--- config.mk ---
export PLATFORM = sky130hd
export DESIGN_NAME = gl_cmd_issue_flat
export DESIGN_NICKNAME = d
export VERILOG_FILES = /design/src/rtl/gl_cmd_issue_if.sv /design/src/rtl/gl_cmd_issue.sv /design/src/flat_wrapper.sv
export SDC_FILE = /design/constraint.sdc
export NUM_CORES = 1
export LEC_CHECK = 0
export CORE_UTILIZATION = 48
export CTS_BUF_LIST = sky130_fd_sc_hd__clkbuf_4
export DETAILED_ROUTE_END_ITERATION = 10
export HOLD_SLACK_MARGIN = 0.12
export PLACE_DENSITY = 0.81
export SLEW_MARGIN = 5
export SYNTH_ARGS = -nofsm -noshare
export SYNTH_HDL_FRONTEND = slang
export SYNTH_SLANG_ARGS = --single-unit
--- constraint.sdc ---
create_clock -name clk -period 4.45 [get_ports clk]
set_input_delay 0.89 -clock clk [delete_from_list [all_inputs] [get_ports clk]]
set_output_delay 0.89 -clock clk [all_outputs]
set_load 0.1 [all_outputs]
--- src/rtl/gl_cmd_issue_if.sv ---
// rtl/gl_cmd_issue_if.sv - command-memory, run-control and decoder signals of the GL command issuer
interface gl_cmd_issue_if #(
  parameter int CMD_AW = 16
);
  logic              start;
  logic [CMD_AW-1:0] cmd_base;
  logic [CMD_AW-1:0] cmd_count;
  logic              cmd_rd_en;
  logic [CMD_AW-1:0] cmd_addr;
  logic [31:0]       cmd_data;
  logic              stall;
  logic [7:0]        opcode;
  logic              op_type;
  logic [22:0]       imm;
  logic [31:0]       operand_addr;
  logic              busy;
  logic              done;
  logic [CMD_AW-1:0] cmd_index;

  modport master (
    input  start, cmd_base, cmd_count, cmd_data, stall,
    output cmd_rd_en, cmd_addr, opcode, op_type, imm, operand_addr, busy, done, cmd_index
  );

  modport slave (
    output start, cmd_base, cmd_count, cmd_data, stall,
    input  cmd_rd_en, cmd_addr, opcode, op_type, imm, operand_addr, busy, done, cmd_index
  );
endinterface

--- src/rtl/gl_cmd_issue.sv ---
// rtl/gl_cmd_issue.sv - fetches GL command words and presents them to gl_decode, honouring its stall
module gl_cmd_issue #(
  parameter int          CMD_AW       = 16,
  parameter logic [31:0] OPERAND_BASE = 32'h0000_0000,
  parameter int          MIN_DWELL    = 2,
  parameter int          TAIL_CYCLES  = 2,
  parameter logic [7:0]  NOP_OP       = 8'hFF
) (
  input logic            clk,
  input logic            reset,
  gl_cmd_issue_if.master bus
);
  localparam int DW = (MIN_DWELL < 2) ? 1 : $clog2(MIN_DWELL + 1);
  localparam int TW = (TAIL_CYCLES < 2) ? 1 : $clog2(TAIL_CYCLES);
  localparam logic [DW-1:0] DWELL_MIN = DW'(MIN_DWELL);
  localparam logic [TW-1:0] TAIL_LAST = TW'((TAIL_CYCLES > 0) ? TAIL_CYCLES - 1 : 0);

  typedef enum logic [2:0] {S_IDLE, S_FETCH, S_WAIT, S_HOLD, S_TAIL, S_END} state_t;

  state_t            state, next_state;
  logic [CMD_AW-1:0] base_q, count_q, idx_q;
  logic [CMD_AW:0]   next_idx;
  logic              more;
  logic [DW-1:0]     dwell;
  logic              first_hold;
  logic [TW-1:0]     tail_cnt;
  logic              pf_pending, pf_valid;
  logic [31:0]       pf_buf;
  logic              rd_en;
  logic [CMD_AW-1:0] rd_addr;
  logic              load_first, load_pf, finish, tail_end;
  logic [31:0]       load_word;
  logic [7:0]        opcode_q;
  logic              type_q;
  logic [22:0]       imm_q;
  logic [31:0]       oaddr_q;
  logic              busy_q, done_q;

  assign next_idx  = {1'b0, idx_q} + (CMD_AW + 1)'(1);
  assign more      = next_idx < {1'b0, count_q};
  assign load_word = load_first ? bus.cmd_data : pf_buf;

  assign bus.cmd_rd_en    = rd_en;
  assign bus.cmd_addr     = rd_addr;
  assign bus.opcode       = opcode_q;
  assign bus.op_type      = type_q;
  assign bus.imm          = imm_q;
  assign bus.operand_addr = oaddr_q;
  assign bus.busy         = busy_q;
  assign bus.done         = done_q;
  assign bus.cmd_index    = idx_q;

  always_comb begin
    next_state = state;
    rd_en      = 1'b0;
    rd_addr    = '0;
    load_first = 1'b0;
    load_pf    = 1'b0;
    finish     = 1'b0;
    tail_end   = 1'b0;
    case (state)
      S_IDLE: begin
        if (bus.start) next_state = (bus.cmd_count == '0) ? S_END : S_FETCH;
      end
      S_FETCH: begin
        rd_en      = 1'b1;
        rd_addr    = base_q;
        next_state = S_WAIT;
      end
      S_WAIT: begin
        load_first = 1'b1;
        next_state = S_HOLD;
      end
      S_HOLD: begin
        // Prefetch the next word once per command so it is ready before the tail drains.
        if (first_hold && more) begin
          rd_en   = 1'b1;
          rd_addr = base_q + next_idx[CMD_AW-1:0];
        end
        if (dwell >= DWELL_MIN && !bus.stall) begin
          if (TAIL_CYCLES == 0) tail_end = 1'b1;
          else next_state = S_TAIL;
        end
      end
      S_TAIL: tail_end = (tail_cnt == TAIL_LAST);
      S_END: begin
        finish     = 1'b1;
        next_state = S_IDLE;
      end
      default: next_state = S_IDLE;
    endcase
    // A drained tail either retires the run or swaps in the prefetched word without a NOP gap.
    if (tail_end) begin
      if (!more) begin
        finish     = 1'b1;
        next_state = S_IDLE;
      end else if (pf_valid) begin
        load_pf    = 1'b1;
        next_state = S_HOLD;
      end else begin
        next_state = S_TAIL;
      end
    end
  end

  always_ff @(posedge clk) begin
    if (reset) begin
      state      <= S_IDLE;
      base_q     <= '0;
      count_q    <= '0;
      idx_q      <= '0;
      dwell      <= '0;
      first_hold <= 1'b0;
      tail_cnt   <= '0;
      pf_pending <= 1'b0;
      pf_valid   <= 1'b0;
      pf_buf     <= '0;
      opcode_q   <= NOP_OP;
      type_q     <= 1'b0;
      imm_q      <= '0;
      oaddr_q    <= OPERAND_BASE;
      busy_q     <= 1'b0;
      done_q     <= 1'b0;
    end else begin
      state      <= next_state;
      done_q     <= finish;
      first_hold <= load_first | load_pf;
      pf_pending <= rd_en && (state == S_HOLD);
      if (state == S_IDLE && bus.start) begin
        base_q  <= bus.cmd_base;
        count_q <= bus.cmd_count;
        busy_q  <= 1'b1;
      end
      if (pf_pending) begin
        pf_buf   <= bus.cmd_data;
        pf_valid <= 1'b1;
      end
      if (load_first || load_pf) begin
        opcode_q <= load_word[31:24];
        type_q   <= load_word[23];
        imm_q    <= load_word[22:0];
        if (load_word[23]) oaddr_q <= OPERAND_BASE + {5'b0, load_word[22:0], 4'b0};
        dwell    <= DW'(1);
        idx_q    <= load_first ? '0 : next_idx[CMD_AW-1:0];
        pf_valid <= 1'b0;
      end else if (state == S_HOLD && dwell < DWELL_MIN) begin
        dwell <= dwell + DW'(1);
      end
      if (state == S_HOLD && next_state == S_TAIL) tail_cnt <= '0;
      else if (state == S_TAIL && tail_cnt != TAIL_LAST) tail_cnt <= tail_cnt + TW'(1);
      if (finish) begin
        busy_q   <= 1'b0;
        opcode_q <= NOP_OP;
        type_q   <= 1'b0;
        imm_q    <= '0;
      end
    end
  end
endmodule

--- src/flat_wrapper.sv ---
// flat-port wrapper written by rule: the top's interface ports become plain ports
module gl_cmd_issue_flat 
#(
  parameter int          CMD_AW       = 16,
  parameter logic [31:0] OPERAND_BASE = 32'h0000_0000,
  parameter int          MIN_DWELL    = 2,
  parameter int          TAIL_CYCLES  = 2,
  parameter logic [7:0]  NOP_OP       = 8'hFF
)
  (clk, reset, bus_start, bus_cmd_base, bus_cmd_count, bus_cmd_data, bus_stall, bus_cmd_rd_en, bus_cmd_addr, bus_opcode, bus_op_type, bus_imm, bus_operand_addr, bus_busy, bus_done, bus_cmd_index);
  gl_cmd_issue_if #(.CMD_AW(CMD_AW)) bus_i ();
  input logic clk;
  input logic reset;
  input wire logic [$bits(bus_i.start)-1:0] bus_start;
  input wire logic [$bits(bus_i.cmd_base)-1:0] bus_cmd_base;
  input wire logic [$bits(bus_i.cmd_count)-1:0] bus_cmd_count;
  input wire logic [$bits(bus_i.cmd_data)-1:0] bus_cmd_data;
  input wire logic [$bits(bus_i.stall)-1:0] bus_stall;
  output wire logic [$bits(bus_i.cmd_rd_en)-1:0] bus_cmd_rd_en;
  output wire logic [$bits(bus_i.cmd_addr)-1:0] bus_cmd_addr;
  output wire logic [$bits(bus_i.opcode)-1:0] bus_opcode;
  output wire logic [$bits(bus_i.op_type)-1:0] bus_op_type;
  output wire logic [$bits(bus_i.imm)-1:0] bus_imm;
  output wire logic [$bits(bus_i.operand_addr)-1:0] bus_operand_addr;
  output wire logic [$bits(bus_i.busy)-1:0] bus_busy;
  output wire logic [$bits(bus_i.done)-1:0] bus_done;
  output wire logic [$bits(bus_i.cmd_index)-1:0] bus_cmd_index;
  assign bus_i.start = bus_start;
  assign bus_i.cmd_base = bus_cmd_base;
  assign bus_i.cmd_count = bus_cmd_count;
  assign bus_i.cmd_data = bus_cmd_data;
  assign bus_i.stall = bus_stall;
  assign bus_cmd_rd_en = bus_i.cmd_rd_en;
  assign bus_cmd_addr = bus_i.cmd_addr;
  assign bus_opcode = bus_i.opcode;
  assign bus_op_type = bus_i.op_type;
  assign bus_imm = bus_i.imm;
  assign bus_operand_addr = bus_i.operand_addr;
  assign bus_busy = bus_i.busy;
  assign bus_done = bus_i.done;
  assign bus_cmd_index = bus_i.cmd_index;
  gl_cmd_issue #(.CMD_AW(CMD_AW), .OPERAND_BASE(OPERAND_BASE), .MIN_DWELL(MIN_DWELL), .TAIL_CYCLES(TAIL_CYCLES), .NOP_OP(NOP_OP)) u_core (.clk(clk), .reset(reset), .bus(bus_i));
endmodule
==> key figures, run 1 <==
Synth
  – Synth Register Bits: 146
  – Mean post-synth cell area: approximately 8.4 um2
  – Synth unique cells: 64
  – Yosys warns: 0
  – EDFF count, synth: 0
  – Sequential fraction of the synthesis area: ~39%
  – Ys flop type: dfxtp_1
  – Fraction of registers with async set/reset: 0%
  – Netlist Area Pre-Place: about 7600 um2
  – Post-synthesis cell count: 904

Timing
  – Max-slew headroom: a little under a quarter
  – Setup TNS: -4.827 ns
  – Final setup viols: 17
  – Final Hold Viols: 0
  – Final worst slack: -0.3639 ns
  – Period minus WS final: 4.814 ns
  – Worst hold slack: around 0.46 ns
  – Final Skew: 0.02092 ns
  – RSZ-0062 raised after global routing: yes
  – Final Cycle Share: 108.2%
  – Maximum clock rate: just over 0.2 GHz
  – Worst-margin pin slew: ~1.1 ns
  – Final Max Slew Viols: 0

Clock network
  – Clk Latency, worst-skew pair: between 0.5 and 0.6 ns
  – CTS Buffer Depth: 2
  – CTS H-Tree Depth: 4
  – Clock transition at path regs: around 0.12 ns
  – CTS Buf Count: 17
  – CTS tree: built
  – Clock sinks: about 150
  – Number of hold buffers added after cts: 0
  – Clock tree root driver cell: clkbuf_4

Global routing
  – GRT overflow: 0
  – Initial antenna violation count: 1
  – Met3 Track Usage GR: between 8 and 9%
  – GRT Overall Usage: between 20% and 30%
  – Largest net degree at the start of global routing: slightly above 90
  – First-pass GRT wire length: ~34,000 um
  – Met2 Usage GRT: between 40% and 50%
  – GR Util met1: between 30% and 40%
  – GRT busiest layer: met2
  – Number of global-route vias before repair: about 6,900

Worst hold path
  – Hold depth: 2
  – Hold EP: u_core.count_q[1]
  – Hold Startpoint: u_core.count_q[1]
  – Worst Hold Class: flip-flop to flip-flop

Layout
  – Final cell count without fillers: about 1,300
  – P&R area growth vs syn: 36.15%
  – Share of post-route cells with drive strength above 1: 16.32%
  – # nets final: about 1,200
  – Highest-count cells in the layout ignoring fill and taps: clkdlybuf4s50_1, nand2_1, dfxtp_1
  – Commonest non-fill, non-tap cell in the layout: clkdlybuf4s50_1

Place
  – Port bufs: roughly 160
  – Final HPWL DP: around 14,000 um
  – DP Cell Count: around 1,200
  – GPL Wtd Cong: roughly 0.94

Floorplan
  – Cell row count: 45
  – Starting density of the core: 49.53%
  – Die Area: ~16,000 um2
  – Die X: between 100 and 150 um
  – I/O pin count: roughly 170
  – Die height: about 130 um
  – Core area: roughly 15,000 um2

Power
  – Net Sw Frac: a little under two fifths
  – Clock group share of total power: roughly 29%
  – VDD IR-drop max: 339.0 uV
  – Pwr Total: ~3.4 mW
  – Share of power burned in registers: 42.5%
  – Leakage: 3.890 nW
  – Switching power total: around 1.3 mW
  – PwrDens: 324.5 nW/um2
  – Logic gate share of total power: around 28%
  – Internal power: between 2 and 2.5 mW

Route
  – Drt drc: 0
  – DR vias/cell: 5.483
  – Vias: 7,007
  – Initial DRC count: roughly 330
  – WL per Instance: around 17 um
  – ANT nets after route: 0
  – Final wirelength: 21,250 um
  – DRT Pass-1 Iters: 7

Critical path
  – Critical path required time: 3.56 ns
  – Critical path class: flip-flop to primary output
  – Reg2reg start: u_core.bus.cmd_index[0]
  – Crit. End Element: primary output
  – Critical path startpoint category: flip-flop
  – Reg2reg end: u_core.bus.operand_addr[4]
  – R2r setup slk: approximately 0.65 ns
  – Crit Path Max Fanout: 3
  – Worst reg-to-reg path cell count: 17
  – Crit path arrival time: about 3.9 ns

Job
  – Max-cap violations: 0

Outcome
  – Violated checks: negative setup slack
  – Run status: complete, but fails checks
==> cell usage after synthesis (all sizes together), types with 2 or more instances <==
library cell  instances  area [um2]
nand3b                2       15.01
a32o                  4       40.04
a21oi                48       240.2
xor2                 19       166.4
o211ai                2       15.01
buf                  22       157.7
inv                  27       101.4
clkbuf               45       168.9
a311oi               25       362.8
nor4                  6       43.79
xnor2                20       175.2
nor2                128       480.5
or3                   4       25.02
and3                  4       30.03
and2                  3       18.77
ha                   32       400.4
nand2               136       513.0
nor3b                 2       15.01
o21ai                31       155.1
o21a                  7       52.55
dfxtp               146        2923
or2                   9       56.31
nand2b                3       18.77
a21o                  9       67.56
or4                   2       18.77
o21bai                4       33.78
a31oi                13       81.33
nor3                 14       70.07
a211o                 2       17.52
mux2i                55       550.5
a21boi                2       15.01
a211oi               28       215.2
nand3                28       150.1
o31ai                 2       20.02
nand4                 5       31.28
==> power groups by stage <==
stage	registers (mW)	clock network, mW	logic [mW]
4_1_cts	1.42	0.990	0.949
5_1_grt	1.43	1.04	0.999
3_3_place_gp	1.45	0	0.930
2_1_floorplan	1.75	0	0.376
3_5_place_dp	1.45	0	0.939
6_report	1.42	0.976	0.951
==> cell type report <==
class                   instances  area [um2]
clock inverters                14       201.4
repair buffers                190        2061
diodes                          1       2.502
multi-input cells             672        4608
fillers                      1215        4986
inverters                      27       101.3
well taps                     211       264.0
clock buffers                  17       127.6
flip-flops and latches        146        2963
==> what timing repair did <==
item / 4_1_cts / 5_1_grt
endpoints found under the setup margin: 17 / 17
resized for setup: 18 / 8
cloned: 0 / 0
pin swaps: 19 / 12
endpoints found under the hold margin: 0 / 0
buffers inserted: 12 / 3
==> worst max-delay path, cell delays in order, from the launching register on <==
cell	delay, ns
dfxtp_4	0.39
buf_4	0.11
and3_4	0.18
nand3_4	0.10
buf_6	0.15
nor2_4	0.10
xnor2_2	0.14
ha_1	0.29
a41o_1	0.24
a221oi_2	0.30
o21ai_2	0.13
a211oi_2	0.31
nand3_2	0.11
or4_4	0.54
nand3_4	0.10
buf_12	0.17
==> sequential cells by signal, summed over array words and instances, names as in the netlist, 2 cells and up <==
signal	flops
u_core.bus.imm	23
u_core.bus.cmd_index	16
u_core.count_q	16
u_core.pf_buf	32
u_core.state	3
u_core.bus.operand_addr	23
u_core.dwell	2
u_core.bus.opcode	8
u_core.base_q	16
==> per-stage QoR <==
stage                     worst slack [ns]  area (um2)  util (%)
after floorplan                    -0.2748        7870         -
after global placement              0.1174        9712     63.42
after global routing               -0.5131       10330     67.44
after detailed placement           0.01434        9712     63.42
final                              -0.3639       10330     67.44
after CTS                          -0.4316       10260     67.00
==> kinds of logic after synthesis <==
logic type / Yosys count / share of synthesized area (%)
simple gates: 350 / 20.02
buf+inv: 94 / 5.641
compound gates: 186 / 18.46
other cells: 1 / 0.04943
mux: 55 / 7.257
flops: 146 / 38.53
fa+ha+maj: 33 / 5.542
xor+xnor: 39 / 4.503
==> worst max-delay path by stage <==
| stage | start | slack [ns] | cells past startpoint | end |
|---|---|---|---|---|
| floorplan | u_core.bus.cmd_index[1] | -0.27 | 13 | bus_cmd_addr[4] |
| global placement | u_core.bus.cmd_index[2] | 0.12 | 13 | bus_cmd_addr[15] |
| detailed placement | u_core.bus.cmd_index[2] | 0.01 | 15 | bus_cmd_addr[15] |
| CTS | u_core.bus.cmd_index[0] | -0.43 | 14 | bus_cmd_addr[15] |
| global route | u_core.bus.cmd_index[0] | -0.51 | 14 | bus_cmd_addr[15] |
| finish | u_core.bus.cmd_index[0] | -0.36 | 15 | bus_cmd_addr[15] |
==> layer usage <==
metal	vias up	wire, um
li1	3423	-
met4	0	617
met1	3326	8737
met5	-	0
met2	214	10130
met3	44	1764
(Power assumes the default switching activity.)
==> inputs of run 2 (changes only) <==
--- a/config.mk
+++ b/config.mk
@@ -10,7 +10,6 @@
 export DETAILED_ROUTE_END_ITERATION = 10
 export HOLD_SLACK_MARGIN = 0.12
 export PLACE_DENSITY = 0.81
-export SLEW_MARGIN = 5
 export SYNTH_ARGS = -nofsm -noshare
 export SYNTH_HDL_FRONTEND = slang
 export SYNTH_SLANG_ARGS = --single-unit
==> results of run 2 <==
Final layout, timing and power as in run 1 (identical DEF).
==> inputs of run 3 (changes only) <==
--- a/config.mk
+++ b/config.mk
@@ -5,6 +5,7 @@
 export SDC_FILE = /design/constraint.sdc
 export NUM_CORES = 1
 export LEC_CHECK = 0
+export CAP_MARGIN = 40
 export CORE_UTILIZATION = 48
 export CTS_BUF_LIST = sky130_fd_sc_hd__clkbuf_4
 export DETAILED_ROUTE_END_ITERATION = 10
==> key figures, run 3 (synthesized netlist as in run 1, its figures left out) <==
Critical path
  – Slowest stage cell, crit path: or4_4
  – Crit path largest cell delay: 0.55 ns (about the same)
  – Reg2reg start: u_core.bus.cmd_index[2]
  – CP endpoint: bus_cmd_addr[15]
  – Worst reg-to-reg path cell count: 15 (-2)
  – R2r setup slk: 0.42 ns (-0.23 ns)
  – Buf+Inv Stages, Crit Path: 2 (-1)
  – Critical-path cell list: and3_4, nand3_2, or4_4, xor2_2, inv_1, ha_1, a21oi_2, o31ai_2, a211oi_2, nand3_2, or4_4, nand3_4, buf_12
  – Reg2reg end: u_core.bus.imm[9]
  – Critical path startpoint category: flip-flop
  – Critical path depth: 13 (-2)
  – Critical path class: flip-flop to primary output
  – Crit path arrival time: 4.07 ns (+0.15 ns)
  – Critical path required time: 3.56 ns (about the same)
  – Crit. End Element: primary output
  – Crit Path Max Fanout: 4 (+1)
  – Top cell family by delay on the critical path: simple AND/OR/NAND/NOR gates
  – Worst Setup SP: u_core.bus.cmd_index[2]

Route
  – ANT nets after route: 0 (unchanged)
  – Final wirelength: 25,930 um (+22%)
  – DRT Pass-1 Iters: 6 (-1)
  – WL per Instance: 19.11 um (+15%)
  – Drt drc: 0 (unchanged)
  – DR vias/cell: 5.754 (+4.9%)
  – Vias: 7,808 (+11%)
  – Initial DRC count: 548 (+67%)

Timing
  – Final setup viols: 17 (unchanged)
  – Final worst slack: -0.5082 ns (-0.1443 ns)
  – Final Skew: 0.02601 ns (+0.005096 ns)
  – Final Max Slew Viols: 0 (unchanged)
  – Maximum clock rate: 0.2017 GHz (-2.9%)
  – Period minus WS final: 4.958 ns (+0.1443 ns)
  – Final Cycle Share: 111.4% (+3.2 points)
  – Final Hold Viols: 0 (unchanged)
  – Max-slew headroom: 41.12% (+17 points)
  – Worst-margin pin slew: 0.8826 ns (-0.2591 ns)
  – RSZ-0062 raised after global routing: yes

Global routing
  – Initial antenna violation count: 1 (unchanged)
  – Number of global-route vias before repair: 7,676 (+11%)
  – Largest net degree at the start of global routing: 79 (-15%)
  – First-pass GRT wire length: 38,880 um (+15%)
  – GRT overflow: 0 (unchanged)
  – GRT Overall Usage: 30.54% (+4.1 points)

Floorplan
  – Starting density of the core: 49.53% (unchanged)
  – I/O pin count: 167 (unchanged)
  – Die Area: 16,310 um2 (unchanged)
  – Core area: 15,310 um2 (unchanged)
  – Die X: 127.7 um (unchanged)
  – Die height: 127.7 um (unchanged)
  – Cell row count: 45 (unchanged)

Power
  – Pwr Total: 3.474 mW (+3.7%)
  – Clock group share of total power: 25.3% (-3.8 points)
  – Logic gate share of total power: 33.6% (+5.2 points)
  – Switching power total: 1.367 mW (+9.2%)
  – Share of power burned in registers: 41.1% (-1.4 points)
  – Internal power: 2.107 mW (+0.36%)
  – PwrDens: 291.8 nW/um2 (-10%)
  – Leakage: 4.577 nW (+18%)
  – Net Sw Frac: 39.35% (+2.0 points)
  – VDD IR-drop max: 237.3 uV (-30%)

Layout
  – Fin area: 11,910 um2 (+15%)
  – Highest-count cells in the layout ignoring fill and taps: clkdlybuf4s50_1, nand2_1, dfxtp_1
  – Max reg flops: 32 (unchanged)
  – Share of post-route cells with drive strength above 1: 22.88% (+6.6 points)
  – Commonest non-fill, non-tap cell in the layout: clkdlybuf4s50_1
  – Filler cells: 869 (-28%)
  – # nets final: 1,233 (+6.8%)
  – Most flops, register: u_core.pf_buf
  – P&R area growth vs syn: 56.95%

Clock network
  – CTS Buf Count: 17 (unchanged)
  – Clock sinks: 146 (unchanged)
  – CTS H-Tree Depth: 4 (unchanged)
  – Clock transition at path regs: 0.14 ns (+0.02 ns)
  – CTS Buffer Depth: 2 (unchanged)
  – Clock tree root driver cell: clkbuf_4
  – Clk Latency, worst-skew pair: 0.58 ns (about the same)
  – CTS tree: built

Worst hold path
  – Worst Hold Class: flip-flop to flip-flop

Place
  – Final HPWL DP: 17,880 um (+24%)
  – Post-DP Area: 11,250 um2 (+16%)
  – GPL Wtd Cong: 0.9406 (unchanged)
  – Port bufs: 157 (unchanged)

Outcome
  – Violated checks: negative setup slack
  – Run status: complete, but fails checks

Job
  – Max-cap violations: 0 (unchanged)
## run 3: cell count changes in the layout (fill, tap and decap cells not counted), moves of 3 or more
cell / before / now
buf_8: 0 / 44
buf_16: 0 / 31
buf_4: 26 / 30
bufinv_16: 4 / 1
ha_1: 30 / 27
ha_4: 1 / 4
inv_6: 2 / 5
## run 3: layout make-up
cell class	count	area (um2)	area share, %
Tap cell	211	264.0	2.217
Sequential cell	146	2963	24.88
Timing Repair Buffer	268	3593	30.18
Inverter	27	105.1	0.8827
Clock buffer	17	127.6	1.072
Multi-Input combinational cell	672	4684	39.34
Antenna cell	1	2.502	0.02102
Clock inverter	15	166.4	1.398
## run 3: power by group through the flow
stage | clock [mW] | combinational [mW] | sequential, mW
2_1_floorplan | 0 | 0.376 | 1.75
3_3_place_gp | 0 | 0.930 | 1.45
3_5_place_dp | 0 | 1.14 | 1.45
4_1_cts | 0.888 | 1.15 | 1.43
5_1_grt | 0.945 | 1.21 | 1.44
6_report | 0.877 | 1.17 | 1.43
## run 3: per-stage QoR
step | setup TNS [ns] | utilization [%] | hold WS, ns | cells | worst slack (ns)
2_1_floorplan | -3.818 | - | 0.4336 | 912 | -0.2748
3_3_place_gp | 0 | 63.42 | 0.4442 | 1231 | 0.1174
3_5_place_dp | 0 | 73.43 | 0.4482 | 1307 | 0.02940
4_1_cts | -6.280 | 76.71 | 0.4668 | 1350 | -0.4246
5_1_grt | -9.279 | 77.75 | 0.4798 | 1357 | -0.6068
6_report | -7.598 | 77.75 | 0.4639 | 1357 | -0.5082
## run 3: how the worst min path moves through the flow
stage | start | endpoint | slack [ns] | cells after the start
2_1_floorplan | u_core.count_q[0] | u_core.count_q[0] | 0.43 | 2
3_3_place_gp | u_core.count_q[8] | u_core.count_q[8] | 0.44 | 2
3_5_place_dp | u_core.count_q[8] | u_core.count_q[8] | 0.45 | 2
4_1_cts | u_core.count_q[8] | u_core.count_q[8] | 0.47 | 2
5_1_grt | u_core.count_q[8] | u_core.count_q[8] | 0.48 | 2
6_report | u_core.count_q[8] | u_core.count_q[8] | 0.46 | 2
## run 3: per-layer routing
layer,GRT usage [%],share of wire [%],vias up
met5,0,0,-
met4,14.39,4.2,0
met3,8.139,7.5,102
met2,53.04,50,436
met1,34.98,38,3686
li1,-,-,3584
## run 3: tightest hold or removal path: stages (launching register included)
cell and delay [ns]:
dfxtp_1 0.33, nand2_1 0.05, a21oi_1 0.05
## run 3: what timing repair did
item                                    4_1_cts  5_1_grt
hold buffers                                  0        0
pin swaps                                    18       13
gates resized for setup                      19       19
endpoints found under the setup margin       17       17
buffers inserted                             11        6
